**config.mk**
```make
export PLATFORM = sky130hd
export DESIGN_NAME = regbank_wr_arb
export DESIGN_NICKNAME = d
export VERILOG_FILES = /design/src/rtl/regbank_wr_arb.sv
export SDC_FILE = /design/constraint.sdc
export NUM_CORES = 1
export LEC_CHECK = 0
export BUFFER_PORTS_ARGS = -buffer_cell sky130_fd_sc_hd__buf_2
export CAP_MARGIN = 40
export CORE_ASPECT_RATIO = 0.5
export CORE_MARGIN = 4
export CORE_UTILIZATION = 44
export DETAILED_ROUTE_END_ITERATION = 8
export GPL_TIMING_DRIVEN = 0
export HOLD_SLACK_MARGIN = 0.03
export PLACE_DENSITY = 0.79
export SLEW_MARGIN = 20
export SYNTH_ARGS = -nofsm -noshare
export SYNTH_HDL_FRONTEND = slang
export SYNTH_SLANG_ARGS = --single-unit
```
**constraint.sdc**
```tcl
create_clock -name clk -period 1.74 [get_ports clk]
set_clock_uncertainty 0.05 [all_clocks]
set_input_delay 0.348 -clock clk [delete_from_list [all_inputs] [get_ports clk]]
set_output_delay 0.348 -clock clk [all_outputs]
set_load 0.02 [all_outputs]
```
**src/rtl/regbank_wr_arb.sv**
```systemverilog
// Write-port controller for the 32x32 register bank: arbitrates two writeback requesters
// onto the single write port and sequences a full-bank clear on command.
module regbank_wr_arb #(
    parameter int unsigned DW = 32,
    parameter int unsigned AW = 5,
    parameter bit          RR = 1'b1
) (
    input  logic          clk,
    input  logic          reset,
    input  logic          req0,
    input  logic [AW-1:0] dr0,
    input  logic [DW-1:0] data0,
    output logic          ack0,
    input  logic          req1,
    input  logic [AW-1:0] dr1,
    input  logic [DW-1:0] data1,
    output logic          ack1,
    input  logic          clr,
    output logic          busy,
    output logic          write,
    output logic [AW-1:0] dr,
    output logic [DW-1:0] wrData
);

    typedef enum logic [0:0] {StIdle, StClear} state_e;

    // One extra bit so the terminal index is compared without wrapping.
    localparam logic [AW:0] LastIdx = {1'b0, {AW{1'b1}}};

    state_e        state_q, state_d;
    logic [AW:0]   cnt_q, cnt_d;
    logic          busy_q, busy_d;
    logic          write_q, write_d;
    logic [AW-1:0] dr_q, dr_d;
    logic [DW-1:0] data_q, data_d;
    logic          last_q, last_d;

    // A clr pulse in idle takes the edge, so no grant may be offered alongside it.
    always_comb begin
        ack0 = 1'b0;
        ack1 = 1'b0;
        if (!reset && state_q == StIdle && !clr) begin
            if (req0 && req1) begin
                if (RR && !last_q) begin
                    ack1 = 1'b1;
                end else begin
                    ack0 = 1'b1;
                end
            end else if (req0) begin
                ack0 = 1'b1;
            end else if (req1) begin
                ack1 = 1'b1;
            end
        end
    end

    always_comb begin
        state_d = state_q;
        cnt_d   = cnt_q;
        busy_d  = busy_q;
        write_d = 1'b0;
        dr_d    = dr_q;
        data_d  = data_q;
        last_d  = last_q;
        unique case (state_q)
            StIdle: begin
                if (clr) begin
                    state_d = StClear;
                    busy_d  = 1'b1;
                    cnt_d   = '0;
                end else if (ack0) begin
                    write_d = 1'b1;
                    dr_d    = dr0;
                    data_d  = data0;
                    last_d  = 1'b0;
                end else if (ack1) begin
                    write_d = 1'b1;
                    dr_d    = dr1;
                    data_d  = data1;
                    last_d  = 1'b1;
                end
            end
            StClear: begin
                write_d = 1'b1;
                dr_d    = cnt_q[AW-1:0];
                data_d  = '0;
                cnt_d   = cnt_q + 1'b1;
                if (cnt_q == LastIdx) begin
                    state_d = StIdle;
                    busy_d  = 1'b0;
                end
            end
            default: state_d = StIdle;
        endcase
    end

    always_ff @(posedge clk) begin
        if (reset) begin
            state_q <= StIdle;
            cnt_q   <= '0;
            busy_q  <= 1'b0;
            write_q <= 1'b0;
            dr_q    <= '0;
            data_q  <= '0;
            last_q  <= 1'b1;
        end else begin
            state_q <= state_d;
            cnt_q   <= cnt_d;
            busy_q  <= busy_d;
            write_q <= write_d;
            dr_q    <= dr_d;
            data_q  <= data_d;
            last_q  <= last_d;
        end
    end

    assign busy   = busy_q;
    assign write  = write_q;
    assign dr     = dr_q;
    assign wrData = data_q;

endmodule

```
==> impl_results.rst, run 1 <==
.. list-table::
   :header-rows: 1

   * - Metric
     - Value
   * - Result of the run
     - finished clean
   * - Buffer depth of the longest clock path
     - 2
   * - Core Rows
     - 17
   * - Number of synthesized flops with an enable pin
     - 0
   * - HPWL Detailed
     - 5.06 mm
   * - Clock slew at reported path FFs
     - 0.08 ns
   * - Async set-or-reset flop fraction in the synthesized netlist
     - 0%
   * - Number of vias after detailed routing
     - 2,269
   * - Post-synthesis sequential element count
     - 47
   * - Cell with the most instances after synthesis
     - dfxtp_1
   * - Horizontal extent of the die
     - 108 um
   * - IO Pins
     - 120
   * - Average cell area after synthesis
     - 9.69 sq um
   * - Max frequency
     - 601 MHz
   * - Final core utilization
     - 66.5%
   * - Synth warnings
     - 0
   * - Clk root buf
     - clkbuf_8
   * - Number of cells produced by synthesis
     - 228
   * - Actual transition at the worst max-transition pin
     - 0.497 ns
   * - Post-synth top area cell
     - dfxtp_1
   * - First-pass DRT Iterations
     - 4
   * - Core outline area
     - 4620 sq um
   * - Aggregate global-route resource usage
     - 20.6%
   * - Combinational share of power
     - 20.0%
   * - Number of cells on the worst hold path
     - 3
   * - Data arrival, critical path
     - 1.27 ns
   * - Fill cell instance count of the final layout
     - 432
   * - Clk sinks
     - 47
   * - TritonCTS clock tree
     - built
   * - Leakage power
     - 1.60 nW
   * - Final critical-path required period
     - 1.66 ns
   * - Final hold violations
     - 0
   * - Total area of multi-input combinational cells
     - 1140 sq um
   * - Post-placement cell area
     - 2880 sq um
   * - Required time of the worst setup path
     - 1.34 ns
   * - CTS H-tree lvls
     - 2
   * - Count of port buffers added during placement
     - 118
   * - Die Outline Area
     - 6290 sq um
   * - Main flop type after synthesis
     - dfxtp_1
   * - Portion of total power attributed to the clock network
     - 30.5%
   * - Type of the worst setup path
     - flip-flop to output pin
   * - Per-cell routed wire length
     - 15.2 um
   * - Final non-filler cell area
     - 3070 sq um
   * - Sum Neg Setup Slack
     - 0 ns
   * - Total congestion overflow
     - 0
   * - Worst Hold Launch
     - dr0[1]
   * - Number of routed nets with antenna violations
     - 0
   * - Ranking of synthesized cells by instance count
     - dfxtp_1, a21oi_1, mux2i_1
   * - Number of antenna violations at the first check in global routing
     - 0
   * - Area fraction of the dominant cell type after synthesis
     - 42.6%
   * - Element type at the critical path start
     - flip-flop
   * - Internal power
     - 1.70 mW
   * - Area growth syn-to-layout
     - 39.1%
   * - Switching fraction of total power
     - 27.5%
   * - Netlist cell types
     - 34
   * - Max IR drop VDD
     - 0.000366 V
   * - R2R depth
     - 7
   * - Final WS setup
     - 0.0759 ns
   * - Cell types occupying the most area after synthesis
     - dfxtp_1, mux2i_1, a211oi_1
   * - Final Max Slew Viols
     - 0
   * - Maximum fanout along the worst path
     - 5
   * - Proportion of layout cells with a drive suffix above 1
     - 42.7%
   * - Mapped Area
     - 2210 sq um
   * - Total power
     - 2.34 mW
   * - Worst slack at placement
     - -0.0886 ns
   * - CTS Hold Bufs
     - 0
   * - Max Cap Viol
     - 0
   * - Syn Nets
     - 308
   * - Global-route wire length before repair
     - 10.4 mm
   * - Avg Vias per Cell
     - 5.31
   * - Relative contribution of sequential cells to total power
     - 49.5%
   * - Sequential fraction of the synthesis area
     - 42.6%
   * - Terminating pin of the worst hold path
     - dr[1]$_SDFFE_PP0P_
   * - Power density over cell area
     - 762 nW/um^2
   * - Register area
     - 945 sq um
   * - Rel. slew slack
     - 66.9%
   * - Source of the worst register-to-register timing path
     - state_q$_SDFF_PP0_
   * - Clk_lat worst skew
     - 0.29 ns
   * - Pin count of the biggest net entering global routing
     - 14
   * - Routability congestion estimate
     - 0.790
   * - Antenna cell count
     - 0
   * - DRC violation total after the first TritonRoute iteration
     - 93
   * - Critical path capture point type
     - output pin
   * - Total wire length after detailed routing
     - 6.49 mm
   * - Register-to-Register Setup Slack
     - 0.09 ns
   * - Count of endpoints failing setup in the final report
     - 0
   * - Die height
     - 58.1 um
   * - Net count of the finished layout
     - 440
   * - NetSw
     - 0.643 mW
   * - Number of global-route vias before repair
     - 2,267
   * - Final critical-path share of the clock period
     - 95.6%
   * - Worst R2R End
     - dr[0]$_SDFFE_PP0P_
   * - CTS Buf Count
     - 5
   * - Detailed-route DRC error count
     - 0
   * - Unrepaired setup endpoints after global routing
     - false
   * - Worst Hold Class
     - input port to flip-flop
   * - Initial standard-cell utilization of the core
     - 47.8%
power by group through the flow:
stage / clock network, mW / registers (mW) / logic, mW
after detailed placement: 0 / 1.19 / 0.450
after global placement: 0 / 1.18 / 0.432
after global routing: 0.788 / 1.16 / 0.515
after floorplan: 0 / 1.24 / 0.202
final: 0.714 / 1.16 / 0.469
after CTS: 0.728 / 1.16 / 0.459
how the worst max path moves through the flow:
stage                                  start                endpoint  cells past startpoint
after floorplan                        reset                    ack0                      6
after global placement                   clr                    ack0                      7
after detailed placement                 clr                    ack0                      7
after CTS                 state_q$_SDFF_PP0_  wrData[7]$_SDFFE_PP0P_                      6
final                     state_q$_SDFF_PP0_                    ack0                      5
after global routing      state_q$_SDFF_PP0_                    ack1                      4
stage by stage:
step	std cells	hold WS, ns
2_1_floorplan	228	0.407
3_3_place_gp	412	0.423
3_5_place_dp	412	0.446
4_1_cts	423	0.304
5_1_grt	427	0.302
6_report	427	0.303
critical path, cell delays in order, from the launching register on:
cell,delay [ns]
dfxtp_4,0.36
nor3_4,0.18
nand3_2,0.14
buf_12,0.16
inv_4,0.04
buf_6,0.10
cell usage in the layout (no fill, tap or decap), types with 2 or more instances in the layout:
cell type,count
nand3_1,3
a22oi_1,2
nand4b_1,2
clkbuf_8,7
and3_1,3
o221ai_1,3
buf_6,2
a21oi_1,41
clkbuf_1,9
nor2_1,7
buf_4,12
dfxtp_1,46
and2_1,2
a211oi_2,2
a211oi_1,30
buf_2,120
a311oi_1,2
o22ai_1,3
nand2_1,5
inv_1,2
clkbuf_2,3
mux2i_1,37
layer usage:
metal	GRT usage [%]	up-vias	wire [um]
li1	-	1122	-
met1	23.4	1090	2620
met2	39.9	52	3560
met3	4.34	5	269
met4	4.50	0	43
met5	0	-	0
area by class of cell:
class / count / area share (%)
Tap cell: 66 / 2.69
Timing Repair Buffer: 126 / 21.6
Multi-Input combinational cell: 156 / 37.0
Buffer: 21 / 4.24
Inverter: 3 / 0.448
Sequential cell: 47 / 30.8
Clock buffer: 8 / 3.26
repair_timing:
item,in CTS,in global routing
pin swaps,2,5
gates resized for setup,5,13
endpoints found under the setup margin,1,27
buffers inserted,4,4
cell families (layout without fill, tap and decap cells):
logic type / count (synthesis) / in the layout / share of synthesized area, %
AO/OA/AOI/OAI: 85 / 85 / 24.2
XOR/XNOR: 1 / 1 / 0.397
adder cells (fa/ha/maj): 1 / 1 / 0.566
buffers and inverters: 25 / 158 / 6.52
flip-flops: 47 / 47 / 42.6
multiplexers: 39 / 39 / 17.7
AND/OR/NAND/NOR: 30 / 30 / 7.93
registers in the layout (all words and copies together), names as in the netlist:
register / flops
dr: 5
busy: 1
cnt_q: 6
wrData: 32
state_q: 1
write: 1
last_q: 1
Note: power is estimated with default switching activity, not from simulation.
==> run 2, diff against run 1 <==
--- a/config.mk
+++ b/config.mk
@@ -5,11 +5,12 @@
 export SDC_FILE = /design/constraint.sdc
 export NUM_CORES = 1
 export LEC_CHECK = 0
+export ABC_AREA = 1
 export BUFFER_PORTS_ARGS = -buffer_cell sky130_fd_sc_hd__buf_2
 export CAP_MARGIN = 40
 export CORE_ASPECT_RATIO = 0.5
 export CORE_MARGIN = 4
-export CORE_UTILIZATION = 44
+export CORE_UTILIZATION = 45
 export DETAILED_ROUTE_END_ITERATION = 8
 export GPL_TIMING_DRIVEN = 0
 export HOLD_SLACK_MARGIN = 0.03
==> run 2 against run 1 <==
Die area is 2.9% higher. Final cell count grew 22%. Worst hold slack better by 0.0010 ns. Critical path type unchanged. Non-clock buffer count fell by 7.
==> impl_results.rst, run 2 <==
.. list-table::
   :header-rows: 1

   * - Metric
     - Value
   * - Max reg flops
     - 32 (unchanged)
   * - Routability congestion estimate
     - 0.838 (+6.2%)
   * - Buffer depth of the longest clock path
     - 2 (unchanged)
   * - Mapped Area
     - 2330 sq um (+5.6%)
   * - Fin cells
     - 521 (+22%)
   * - Most frequent standard cell in the layout excluding fill and tap cells
     - buf_2
   * - Average cell area after synthesis
     - 7.24 sq um (-25%)
   * - Number of vias after detailed routing
     - 2,450 (+8.0%)
   * - Synth warnings
     - 0 (unchanged)
   * - Maximum fanout along the worst path
     - 8 (+3)
   * - Source of the worst register-to-register timing path
     - state_q$_SDFF_PP0_
   * - Max IR drop VDD
     - 0.000400 V (+9.4%)
   * - Area fraction of the dominant cell type after synthesis
     - 40.4% (-2.2 points)
   * - Result of the run
     - finished clean
   * - Count of endpoints failing setup in the final report
     - 0 (unchanged)
   * - TritonCTS clock tree
     - built
   * - Post-synth top area cell
     - dfxtp_1
   * - Total wire length after detailed routing
     - 6.14 mm (-5.3%)
   * - DRC violation total after the first TritonRoute iteration
     - 88 (-5.4%)
   * - Main flop type after synthesis
     - dfxtp_1
   * - Antenna cell count
     - 0 (unchanged)
   * - Number of cells produced by synthesis
     - 322 (+41%)
   * - Clk sinks
     - 47 (unchanged)
   * - Final Max Slew Viols
     - 0 (unchanged)
   * - Core Rows
     - 18 (+1)
   * - First-pass DRT Iterations
     - 4 (unchanged)
   * - Die Outline Area
     - 6470 sq um (+2.9%)
   * - Worst R2R End
     - wrData[23]$_SDFFE_PP0P_
   * - Proportion of layout cells with a drive suffix above 1
     - 36.6% (-6.1 points)
   * - Global-route wire length before repair
     - 9.89 mm (-5.0%)
   * - Max frequency
     - 603 MHz (+0.28%)
   * - Net count of the finished layout
     - 530 (+20%)
   * - Post-synthesis sequential element count
     - 47 (unchanged)
   * - Most frequent cell on the critical path
     - nand2_1
   * - Async set-or-reset flop fraction in the synthesized netlist
     - 0% (unchanged)
   * - Final WS setup
     - 0.0805 ns (+0.00458 ns)
   * - Leakage power
     - 1.66 nW (+4.1%)
   * - Number of cells after detailed placement
     - 511 (+24%)
   * - Routed length on met3
     - 220 um (-18%)
   * - CTS H-tree lvls
     - 2 (unchanged)
   * - Core outline area
     - 4950 sq um (+7.3%)
   * - Clock slew at reported path FFs
     - 0.09 ns (about the same)
   * - Per-cell routed wire length
     - 11.8 um (-22%)
   * - Avg Vias per Cell
     - 4.70 (-12%)
   * - Cell with the most instances after synthesis
     - nand2_1
   * - Netlist cell types
     - 23 (-32%)
   * - Initial standard-cell utilization of the core
     - 47.0% (-0.80 points)
   * - Register area
     - 942 sq um (-0.26%)
   * - Ranking of synthesized cells by instance count
     - nand2_1, dfxtp_1, inv_1
   * - Total congestion overflow
     - 0 (unchanged)
   * - Worst path slowest cell
     - dfxtp_1
   * - Max Used Layer
     - met3
   * - Type of the worst setup path
     - flip-flop to output pin
   * - R2R depth
     - 7 (unchanged)
   * - Count of port buffers added during placement
     - 119 (+0.85%)
   * - IO Pins
     - 120 (unchanged)
   * - Final critical-path share of the clock period
     - 95.4% (-0.26 points)
   * - Number of synthesized flops with an enable pin
     - 0 (unchanged)
   * - Detailed-route DRC error count
     - 0 (unchanged)
   * - Register-to-Register Setup Slack
     - 0.20 ns (+0.11 ns)
   * - Data arrival, critical path
     - 1.26 ns (about the same)
   * - Total area of multi-input combinational cells
     - 1100 sq um (-3.5%)
   * - Die height
     - 58.9 um (+1.4%)
   * - Area growth syn-to-layout
     - 34.0%
   * - Final hold violations
     - 0 (unchanged)
   * - Routed length on met1
     - 2.72 mm (+3.7%)
   * - Critical Path Source
     - last_q$_SDFFE_PP1P_
   * - Horizontal extent of the die
     - 110 um (+1.5%)
   * - Max Cap Viol
     - 0 (unchanged)
   * - Actual transition at the worst max-transition pin
     - 0.476 ns (-0.0212 ns)
   * - Syn Nets
     - 402 (+31%)
   * - Final critical-path required period
     - 1.66 ns (-0.00458 ns)
   * - Worst Hold Class
     - input port to flip-flop
   * - CTS Buf Count
     - 5 (unchanged)
   * - Element type at the critical path start
     - flip-flop
   * - Number of antenna violations at the first check in global routing
     - 0 (unchanged)
   * - Fill cell instance count of the final layout
     - 460 (+6.5%)
   * - Clk_lat worst skew
     - 0.29 ns (about the same)
   * - Required time of the worst setup path
     - 1.34 ns (about the same)
   * - Leading cell types in the layout, fill and taps excluded
     - buf_2, nand2_1, inv_1
   * - Worst slack at placement
     - -0.0254 ns (+0.0631 ns)
   * - Number of global-route vias before repair
     - 2,276 (+0.40%)
   * - Cell types occupying the most area after synthesis
     - dfxtp_1, nand2_1, a21oi_1
   * - Critical path capture point type
     - output pin
   * - CP max stage delay
     - 0.34 ns (-0.02 ns)
   * - Routed met2 length
     - 3.21 mm (-9.9%)
   * - CTS Hold Bufs
     - 0 (unchanged)
   * - Pin count of the biggest net entering global routing
     - 15 (+1)
   * - Worst-path cell chain
     - inv_1, nand2_1, nand2_1, nor2_4, buf_4
   * - Crit path capture
     - ack0
   * - Rel. slew slack
     - 68.3% (+1.4 points)
   * - Aggregate global-route resource usage
     - 18.9% (-1.7 points)
   * - Sequential fraction of the synthesis area
     - 40.4% (-2.2 points)
   * - HPWL Detailed
     - 4.87 mm (-3.9%)
   * - Power density over cell area
     - 699 nW/um^2 (-8.4%)
   * - Number of routed nets with antenna violations
     - 0 (unchanged)
   * - Clk root buf
     - clkbuf_8
-- run 2: cell types whose count changed after synthesis, moves of 4 or more --
cell and delta:
nand2_1 +91, a21oi_1 -4, o211ai_1 +23, buf_6 +4, nand3_1 +12, clkbuf_1 -5, mux2i_1 -38, buf_4 -4
buf_2 +5, o211ai_2 +10, inv_1 +44, a211oi_1 -30
-- run 2: area by class of cell --
type | instances | share of cell area (%)
multi-input combinational | 208 | 35.1
sequential | 47 | 30.2
timing repair buffer | 121 | 19.6
inverter | 48 | 5.77
buffer | 19 | 3.84
tap | 70 | 2.80
clock buffer | 5 | 2.20
clock inverter | 3 | 0.481
-- run 2: worst min path at each step --
stage / start / end / cells after the start
6_report: data0[30] / wrData[30]$_SDFFE_PP0P_ / 3
3_5_place_dp: wrData[1]$_SDFFE_PP0P_ / wrData[1]$_SDFFE_PP0P_ / 2
5_1_grt: data0[24] / wrData[24]$_SDFFE_PP0P_ / 3
4_1_cts: data0[30] / wrData[30]$_SDFFE_PP0P_ / 3
2_1_floorplan: cnt_q[5]$_SDFFE_PP0P_ / cnt_q[5]$_SDFFE_PP0P_ / 2
3_3_place_gp: wrData[14]$_SDFFE_PP0P_ / wrData[14]$_SDFFE_PP0P_ / 2
-- run 2: cells by family (layout without fill, tap and decap cells) --
logic type	after synthesis	after routing	share of synthesized area (%)
buffers and inverters	67	196	12.9
adders and majority gates	1	1	0.537
DFF	47	47	40.4
and+or+nand+nor	127	127	22.5
AOI/OAI and AO/OA	80	80	23.7
-- run 2: repair_timing --
item,4_1_cts,5_1_grt
setup buffers,0,2
endpoints found under the setup margin,1,2
pin swaps,0,1
gates resized for setup,1,3
hold endpoints to repair,0,0
-- run 2: metrics by stage --
stage                     cell area, sq um  total power, mW  hold slack [ns]  setup TNS, ns  utilization (%)
final                                 3120             2.18            0.304              0             63.1
after global routing                  3120             2.29            0.314       -0.00427             63.1
after CTS                             3100             2.20            0.299              0             62.6
after detailed placement              3010             1.57            0.401         -0.203             60.8
after global placement                3010             1.56            0.400              0             60.8
after floorplan                       2330             1.40            0.392              0                -
-- run 2: per-layer routing --
layer | vias to the layer above | track usage [%]
met5 | - | 0
met2 | 46 | 34.0
met4 | 0 | 3.73
met1 | 1112 | 24.8
met3 | 0 | 2.19
li1 | 1292 | -
-- run 2: worst max-delay path, delay by kind of cell, from the launching register on --
kind                   cells  cell delay, ns
buffers and inverters      2            0.25
flip-flops                 1            0.34
AND/OR/NAND/NOR            3            0.38
-- run 2: report_power, final --
part	switching, mW	leakage (nW)	internal, mW	total [mW]
logic	0.244	1.23	0.171	0.415
registers	0.0191	0.382	1.11	1.13
clock network	0.359	0.0477	0.276	0.635
total	0.623	1.66	1.56	2.18
==> run 3, diff against run 2 <==
--- a/config.mk
+++ b/config.mk
@@ -8,14 +8,16 @@
 export ABC_AREA = 1
 export BUFFER_PORTS_ARGS = -buffer_cell sky130_fd_sc_hd__buf_2
 export CAP_MARGIN = 40
-export CORE_ASPECT_RATIO = 0.5
+export CORE_ASPECT_RATIO = 0.6
 export CORE_MARGIN = 4
-export CORE_UTILIZATION = 45
+export CORE_UTILIZATION = 47
+export CTS_BUF_LIST = sky130_fd_sc_hd__clkbuf_4 sky130_fd_sc_hd__clkbuf_8
 export DETAILED_ROUTE_END_ITERATION = 8
 export GPL_TIMING_DRIVEN = 0
 export HOLD_SLACK_MARGIN = 0.03
-export PLACE_DENSITY = 0.79
+export PLACE_DENSITY = 0.83
 export SLEW_MARGIN = 20
 export SYNTH_ARGS = -nofsm -noshare
 export SYNTH_HDL_FRONTEND = slang
 export SYNTH_SLANG_ARGS = --single-unit
+export TNS_END_PERCENT = 10
==> run 3 against run 2 <==
Register-to-register slack worse by 0.07 ns. Clock-buffer cell count is 3 higher. Via count is 0.20% higher. Critical path type unchanged. Critical endpoint is now ack1. Largest cell class unchanged.
==> impl_results.rst, run 3 (same netlist as run 2, synthesis figures left out) <==
.. list-table::
   :header-rows: 1

   * - Metric
     - Value
   * - Initial standard-cell utilization of the core
     - 49.8% (+2.7 points)
   * - Most frequent standard cell in the layout excluding fill and tap cells
     - buf_2
   * - Final hold violations
     - 0 (unchanged)
   * - Actual transition at the worst max-transition pin
     - 0.532 ns (+0.0563 ns)
   * - Clk root buf
     - clkbuf_8
   * - Worst Hold Class
     - input port to flip-flop
   * - Antenna cell count
     - 0 (unchanged)
   * - IO Pins
     - 120 (unchanged)
   * - Number of global-route vias before repair
     - 2,262 (-0.62%)
   * - Final Max Slew Viols
     - 0 (unchanged)
   * - Power density over cell area
     - 724 nW/um^2 (+3.6%)
   * - Source of the worst register-to-register timing path
     - state_q$_SDFF_PP0_
   * - Combinational share of power
     - 18.3% (-0.7 points)
   * - Internal power
     - 1.66 mW (+6.5%)
   * - Maximum fanout along the worst path
     - 5 (-3)
   * - R2R depth
     - 6 (-1)
   * - Max Cap Viol
     - 0 (unchanged)
   * - Result of the run
     - finished clean
   * - Register-to-Register Setup Slack
     - 0.13 ns (-0.07 ns)
   * - Worst R2R End
     - wrData[30]$_SDFFE_PP0P_
   * - Number of cells on the worst hold path
     - 3 (unchanged)
   * - Critical path capture point type
     - output pin
   * - Per-cell routed wire length
     - 12.5 um (+6.0%)
   * - Clk sinks
     - 47 (unchanged)
   * - Type of the worst setup path
     - flip-flop to output pin
   * - Global-route wire length before repair
     - 10.5 mm (+5.6%)
   * - First-pass DRT Iterations
     - 5 (+1)
   * - Clk_lat worst skew
     - 0.29 ns (about the same)
   * - Number of vias after detailed routing
     - 2,455 (+0.20%)
   * - Core outline area
     - 4680 sq um (-5.5%)
   * - Number of routed nets with antenna violations
     - 0 (unchanged)
   * - HPWL Detailed
     - 4.94 mm (+1.5%)
   * - Switching fraction of total power
     - 26.7% (-1.8 points)
   * - Leading cell types in the layout, fill and taps excluded
     - buf_2, nand2_1, inv_1, dfxtp_1, a21oi_1
   * - Max reg flops
     - 32 (unchanged)
   * - Rel. slew slack
     - 64.5% (-3.8 points)
   * - Total wire length after detailed routing
     - 6.43 mm (+4.6%)
   * - Total power
     - 2.27 mW (+3.9%)
   * - Avg Vias per Cell
     - 4.78 (+1.6%)
   * - Count of endpoints failing setup in the final report
     - 0 (unchanged)
   * - CTS H-tree lvls
     - 2 (unchanged)
   * - Die height
     - 62.6 um (+6.2%)
   * - Final WS setup
     - 0.0926 ns (+0.0121 ns)
   * - Net count of the finished layout
     - 530 (unchanged)
   * - Number of antenna violations at the first check in global routing
     - 0 (unchanged)
   * - Final critical-path required period
     - 1.65 ns (-0.0121 ns)
   * - Clock slew at reported path FFs
     - 0.08 ns (about the same)
   * - Proportion of layout cells with a drive suffix above 1
     - 36.4% (-0.22 points)
   * - Worst slack at placement
     - -0.0914 ns (-0.0659 ns)
   * - Routability congestion estimate
     - 0.854 (+1.8%)
   * - Buffer depth of the longest clock path
     - 2 (unchanged)
   * - CTS Buf Count
     - 5 (unchanged)
   * - Unrepaired setup endpoints after global routing
     - false
   * - Worst Hold Launch
     - data0[16]
   * - Horizontal extent of the die
     - 98.9 um (-9.9%)
   * - Relative contribution of sequential cells to total power
     - 50.0% (-1.9 points)
   * - Post-placement cell area
     - 3010 sq um (-0.29%)
   * - Count of port buffers added during placement
     - 119 (unchanged)
   * - Max frequency
     - 607 MHz (+0.73%)
   * - Total congestion overflow
     - 0 (unchanged)
   * - Detailed-route DRC error count
     - 0 (unchanged)
   * - Die Outline Area
     - 6190 sq um (-4.3%)
   * - CTS Hold Bufs
     - 0 (unchanged)
   * - Area growth syn-to-layout
     - 34.4%
   * - Leakage power
     - 1.67 nW (+0.42%)
   * - TritonCTS clock tree
     - built
   * - DRC violation total after the first TritonRoute iteration
     - 105 (+19%)
   * - Final non-filler cell area
     - 3130 sq um (+0.24%)
   * - NetSw
     - 0.605 mW (-2.9%)
   * - Data arrival, critical path
     - 1.25 ns (about the same)
   * - Required time of the worst setup path
     - 1.34 ns (about the same)
   * - Portion of total power attributed to the clock network
     - 31.7% (+2.6 points)
   * - Final critical-path share of the clock period
     - 94.7% (-0.69 points)
   * - Fill cell instance count of the final layout
     - 428 (-7.0%)
   * - Element type at the critical path start
     - flip-flop
   * - Aggregate global-route resource usage
     - 20.1% (+1.2 points)
   * - Pin count of the biggest net entering global routing
     - 14 (-1)
   * - Core Rows
     - 19 (+1)
   * - Terminating pin of the worst hold path
     - wrData[16]$_SDFFE_PP0P_
   * - Max IR drop VDD
     - 0.000324 V (-19%)
-- run 3: through the flow --
step,utilization [%],TNS (ns),hold slack (ns),std cells
floorplan,-,0,0.392,322
global placement,64.2,-0.280,0.400,504
detailed placement,64.2,-0.944,0.404,504
CTS,66.5,0,0.306,512
global route,66.9,0,0.318,514
finish,66.9,0,0.308,514
-- run 3: layout make-up --
class                   instances  area (sq um)  share of cell area (%)
multi-input cells             208          1100                    35.0
clock buffers                   8           104                    3.32
flip-flops and latches         47           941                    30.0
plain buffers                  19           120                    3.84
repair buffers                121           611                    19.5
well taps                      63          78.8                    2.52
inverters                      48           180                    5.75
-- run 3: what timing repair did --
item / in CTS / in global routing
gates resized for setup: 1 / 1
endpoints found under the hold margin: 0 / 0
endpoints found under the setup margin: 1 / 2
pin swaps: 0 / 1
buffers inserted: 0 / 2
-- run 3: worst max-delay path by stage --
stage / start / to / slack (ns)
CTS: state_q$_SDFF_PP0_ / ack0 / 0.002
global placement: reset / wrData[30]$_SDFFE_PP0P_ / -0.03
floorplan: clr / dr[1]$_SDFFE_PP0P_ / 0.24
detailed placement: reset / wrData[30]$_SDFFE_PP0P_ / -0.09
finish: state_q$_SDFF_PP0_ / ack1 / 0.09
global route: last_q$_SDFFE_PP1P_ / wrData[30]$_SDFFE_PP0P_ / 0.0009
-- run 3: routing by layer --
layer,track usage (%),part of all wire [%]
met4,2.56,0.23
met1,27.7,47
met5,0,0
met2,32.0,44
met3,5.80,8.9
-- run 3: power groups by stage --
stage / Clock [mW] / Combinational (mW) / Sequential [mW]
2_1_floorplan: 0 / 0.201 / 1.20
3_3_place_gp: 0 / 0.404 / 1.16
3_5_place_dp: 0 / 0.412 / 1.16
4_1_cts: 0.730 / 0.415 / 1.13
5_1_grt: 0.794 / 0.462 / 1.14
6_report: 0.717 / 0.416 / 1.13
-- run 3: critical path: stages (launching register included) --
cell,delay (ns)
dfxtp_1,0.37
nor2_2,0.11
nand2_2,0.13
nor2_2,0.15
buf_2,0.19
